--- config.mk ---
export PLATFORM = sky130hd
export DESIGN_NAME = lc3_regfile_sb
export DESIGN_NICKNAME = d
export VERILOG_FILES = /design/src/rtl/lc3_regfile_sb.sv
export SDC_FILE = /design/constraint.sdc
export NUM_CORES = 1
export LEC_CHECK = 0
export ABC_AREA = 1
export CAP_MARGIN = 20
export CORE_ASPECT_RATIO = 1.5
export CORE_MARGIN = 1.5
export CORE_UTILIZATION = 58
export CTS_CLUSTER_SIZE = 16
export DETAILED_ROUTE_END_ITERATION = 16
export GPL_TIMING_DRIVEN = 0
export HOLD_SLACK_MARGIN = 0.05
export PLACE_DENSITY = 0.81
export SLEW_MARGIN = 20
export SYNTH_ARGS = -nofsm -noshare
export SYNTH_HDL_FRONTEND = slang
export SYNTH_SLANG_ARGS = --single-unit
--- constraint.sdc ---
create_clock -name clk -period 2.05 [get_ports clk]
set_input_delay 0.41 -clock clk [delete_from_list [all_inputs] [get_ports clk]]
set_output_delay 0.41 -clock clk [all_outputs]
set_load 0.02 [all_outputs]
--- src/rtl/lc3_regfile_sb.sv ---
// LC-3 register file with a pending-write scoreboard and a register dump FSM.
// Define LC3_RF_BYPASS_EN to forward same-cycle writeback into reads and issue_ready.
module lc3_regfile_sb #(
  parameter int                 DATA_W    = 16,
  parameter int                 NREGS     = 8,
  parameter int                 NRD       = 2,
  parameter logic [DATA_W-1:0]  RESET_VAL = '0,
  localparam int                AW        = $clog2(NREGS)
) (
  input  logic                  clk,
  input  logic                  rst,
  input  logic [NRD*AW-1:0]     rd_addr,
  output logic [NRD*DATA_W-1:0] rd_data,
  output logic [NRD-1:0]        rd_busy,
  input  logic                  issue_valid,
  input  logic [AW-1:0]         issue_addr,
  output logic                  issue_ready,
  input  logic                  wb_valid,
  input  logic [AW-1:0]         wb_addr,
  input  logic [DATA_W-1:0]     wb_data,
  output logic [NREGS-1:0]      busy_vec,
  input  logic                  dump_start,
  output logic                  dump_valid,
  output logic [AW-1:0]         dump_addr,
  output logic [DATA_W-1:0]     dump_data,
  output logic                  dump_done
);

  typedef enum logic {
    IDLE,
    SCAN
  } dump_state_t;

  localparam logic [AW-1:0] LAST_IDX = AW'(NREGS - 1);

  logic [DATA_W-1:0] regs [NREGS];
  logic [NREGS-1:0]  busy;
  logic [NREGS-1:0]  busy_n;
  logic              issue_fire;

  dump_state_t       state, state_n;
  logic [AW-1:0]     idx, idx_n;
  logic              valid_n, done_n;
  logic [AW-1:0]     addr_n;
  logic [DATA_W-1:0] data_n;

  assign busy_vec = busy;

`ifdef LC3_RF_BYPASS_EN
  logic wb_hit_issue;
  assign wb_hit_issue = wb_valid && (wb_addr == issue_addr);
  assign issue_ready  = !busy[issue_addr] || wb_hit_issue;
`else
  assign issue_ready  = !busy[issue_addr];
`endif

  assign issue_fire = issue_valid && issue_ready;

  for (genvar p = 0; p < NRD; p++) begin : g_rd
    logic [AW-1:0] a;
    assign a = rd_addr[p*AW +: AW];
`ifdef LC3_RF_BYPASS_EN
    logic hit;
    assign hit = wb_valid && (wb_addr == a);
    assign rd_data[p*DATA_W +: DATA_W] = hit ? wb_data : regs[a];
    assign rd_busy[p] = busy[a] && !hit;
`else
    assign rd_data[p*DATA_W +: DATA_W] = regs[a];
    assign rd_busy[p] = busy[a];
`endif
  end

  always_ff @(posedge clk) begin
    if (rst) begin
      for (int i = 0; i < NREGS; i++) regs[i] <= RESET_VAL;
    end else if (wb_valid) begin
      regs[wb_addr] <= wb_data;
    end
  end

  // The issue set is applied after the writeback clear so it wins on a collision.
  always_comb begin
    busy_n = busy;
    if (wb_valid)   busy_n[wb_addr]    = 1'b0;
    if (issue_fire) busy_n[issue_addr] = 1'b1;
  end

  always_ff @(posedge clk) begin
    if (rst) busy <= '0;
    else     busy <= busy_n;
  end

  always_ff @(posedge clk) begin
    if (rst) begin
      state      <= IDLE;
      idx        <= '0;
      dump_valid <= 1'b0;
      dump_done  <= 1'b0;
      dump_addr  <= '0;
      dump_data  <= '0;
    end else begin
      state      <= state_n;
      idx        <= idx_n;
      dump_valid <= valid_n;
      dump_done  <= done_n;
      dump_addr  <= addr_n;
      dump_data  <= data_n;
    end
  end

  // Beats sample the array combinationally, so a same-edge write is not seen.
  always_comb begin
    state_n = state;
    idx_n   = idx;
    valid_n = 1'b0;
    done_n  = 1'b0;
    addr_n  = dump_addr;
    data_n  = dump_data;
    case (state)
      IDLE: begin
        if (dump_start) begin
          state_n = SCAN;
          idx_n   = '0;
        end
      end
      SCAN: begin
        valid_n = 1'b1;
        addr_n  = idx;
        data_n  = regs[idx];
        idx_n   = idx + 1'b1;
        if (idx == LAST_IDX) begin
          done_n  = 1'b1;
          state_n = IDLE;
        end
      end
      default: state_n = IDLE;
    endcase
  end

endmodule

==> flow_summary.yaml <==
run_status:
  status: "complete, but fails checks"
  violations: "setup timing"
synthesis:
  synth_top_family_by_area: "simple AND/OR/NAND/NOR gates"
  synth_cells: 1279
  synth_warnings: 0
  ys_types: 26
  synth_nets: 1314
  synth_top_area_share_pct: 39.8
  synth_area_leader_cell: "edfxtp_1"
  synth_compound_area_share_pct: 18.1
  synthesis.area_um2: 9660
  ys_seq_elements: 161
  synth.area.top_cells: "edfxtp_1 40%, nand2_1 9.9%, nor2_1 7.2%"
  avgSynthCellArea_um2: 7.55
  seq_area_frac_synth_pct: 46.6
  yosys.area_share.simple_pct: 24.8
  synthAdderAreaFrac_pct: 0.259
  synth.area.mux_share_pct: 0
  synth-xor-area-share_pct: 0
grt:
  antenna_found_initial: 0
  grtUsageTotal_pct: 44.0
  grt_pass1_vias: 9608
  grt_pass1_wl_um: 55200
  grt_overflow: 0
  grt_max_degree: 17
pwr:
  pwr-share-comb_pct: 19.9
  switching_share_pct: 30.1
  clockPowerShare_pct: 37.8
  p_int_mw: 6.38
  p_per_area_nw_per_um2: 778
  power.switching_mw: 2.75
  p_total_mw: 9.14
  power_frac_seq_pct: 42.2
  p_leak_nw: 5.08
  peakVddDrop_mv: 0.589
timing:
  layout_setup_ws_ps: -38.0
  tightestPinTransition_ps: 841
  relSlewSlack_pct: 44.0
  hold_viol: 0
  rsz0062_at_grt: "true"
  slew_viol_final: 0
  period_needed_ps: 2090
  fin_worst_skew_ps: 8.30
  max_freq_mhz: 479
  finalSetupTns_ps: -113
  setup_viol: 18
  finalCritPeriodShare_pct: 102
finish:
  antenna_cells: 0
  syn_to_final_growth_pct: 21.6
  nets: 1440
  drive_above_1_share_pct: 16.1
  final_cells: 1624
  mostFrequentLayoutCell: "nand2_1"
  final_cell_mix: "246 x nand2_1, 182 x nor2_1, 128 x a21oi_1, 128 x edfxtp_1, 118 x o21ai_0"
drt:
  num_vias: 10200
  vias_per_cell: 6.26
  dr.pass1.iters: 9
  drtAntennaViolNets: 0
  wirelength_um: 37800
  wl_per_cell_um: 23.3
  remaining_drc_errors: 0
  drtIter0Drc: 1388
clock_network:
  cts_tree: "built"
  insertion_delay_ps: 450
  numClockSinks: 161
  cts.htree.levels: 4
  clk_pin_slew_worst_paths_ps: 70
  cts_buffer_depth: 2
  hold_buffers: 0
  cts_buffers: 17
  root_buffer: "clkbuf_16"
die:
  core_um2: 16300
  die_x_um: 108
  boundaryPins: 97
  fp.dieH_um: 161
  start_util_pct: 59.4
  num_rows: 57
  die-area_um2: 17500
placed_design:
  io_buffers: 85
  dp_hpwl_um: 26100
  dpl_worst_slack_ps: -962
  gp_congestion: 1.08
  placed_cells: 1570
critical_path:
  worst-setup-path-type: "in2out"
  arrival_ps: 1680
  cp-start-kind: "input port"
  worstPathMaxFanout: 10
  crit_path_end_kind: "output port"
  critical_path_required_ps: 1640
worst_hold_path:
  hold_path_class: "in2reg"
flow_run:
  maxCapViolCount: 0
[routing by layer]
metal | wire length [um] | GRT usage, % | vias to the layer above | share of wire (%)
met4 | 2540 | 28.0 | 0 | 6.7
met2 | 17100 | 67.4 | 860 | 45
met1 | 13000 | 53.2 | 4558 | 34
li1 | - | - | 4537 | -
met3 | 5200 | 14.2 | 218 | 14
met5 | 0 | 0 | - | 0
[cells in the mapped netlist, drive strengths merged]
| cell | number |
|---|---|
| nand4 | 14 |
| ha | 2 |
| dfxtp | 33 |
| buf | 76 |
| nand3 | 116 |
| edfxtp | 128 |
| o21a | 32 |
| nor2 | 188 |
| nor3 | 2 |
| clkinv | 1 |
| a32o | 2 |
| clkbuf | 19 |
| a21oi | 134 |
| inv | 117 |
| o21ai | 161 |
| nand2 | 254 |
[through the flow]
stage	cell area (um2)	util (%)	hold WS, ps
floorplan	9660	-	518
global placement	10800	66.2	476
detailed placement	10800	66.2	487
CTS	11600	71.1	299
global route	11700	72.2	317
finish	11700	72.2	297
[flip-flops by register name, indices dropped and copies added (netlist names)]
register,flops
regs,128
dump_valid,1
dump_data,16
state,1
idx,3
dump_addr,3
busy_vec,8
dump_done,1
[final timing paths]
| path | start | to | slack (ps) | cells past startpoint |
|---|---|---|---|---|
| max | rd_addr[4] | rd_data[23] | -40 | 9 |
| min | issue_valid | busy_vec[5] | 300 | 3 |
| max reg2reg | idx[1] | dump_data[11] | 280 | 8 |
| min reg2reg | busy_vec[1] | busy_vec[1] | 490 | 2 |
[worst max-delay path: stages]
cell        delay (ps)
buf_6              120
clkinvlp_4         190
buf_4              200
clkbuf_16          150
a21oi_1            110
o21ai_0             90
nand2_1             80
o21a_1             170
buf_6              130
[what timing repair did]
item | in CTS | in global routing
setup endpoints to repair | 163 | 71
resized for setup | 181 | 87
cloned | 0 | 1
pin swaps | 2 | 12
hold endpoints to repair | 0 | 0
buffers inserted | 7 | 14
[area by class of cell]
cell class,instances,area (um2)
Fill cell,1335,4520
Clock inverter,10,119
Clock buffer,22,518
Timing Repair Buffer,107,926
Tap cell,206,258
Multi-Input combinational cell,905,4310
Sequential cell,161,4510
Buffer,95,657
Inverter,118,450
[cells by family after synthesis]
family | after synthesis
compound gates | 329
flops | 161
fa+ha+maj | 2
simple gates | 574
buf+inv | 213
[power groups by stage]
stage | Combinational [mW] | Sequential [mW] | Clock [mW]
global placement | 1.67 | 3.91 | 0
floorplan | 0.973 | 3.92 | 0
CTS | 1.69 | 3.85 | 3.42
finish | 1.82 | 3.86 | 3.46
global route | 1.92 | 3.87 | 3.56
detailed placement | 1.68 | 3.92 | 0
Power figures use the tool's default switching activity.
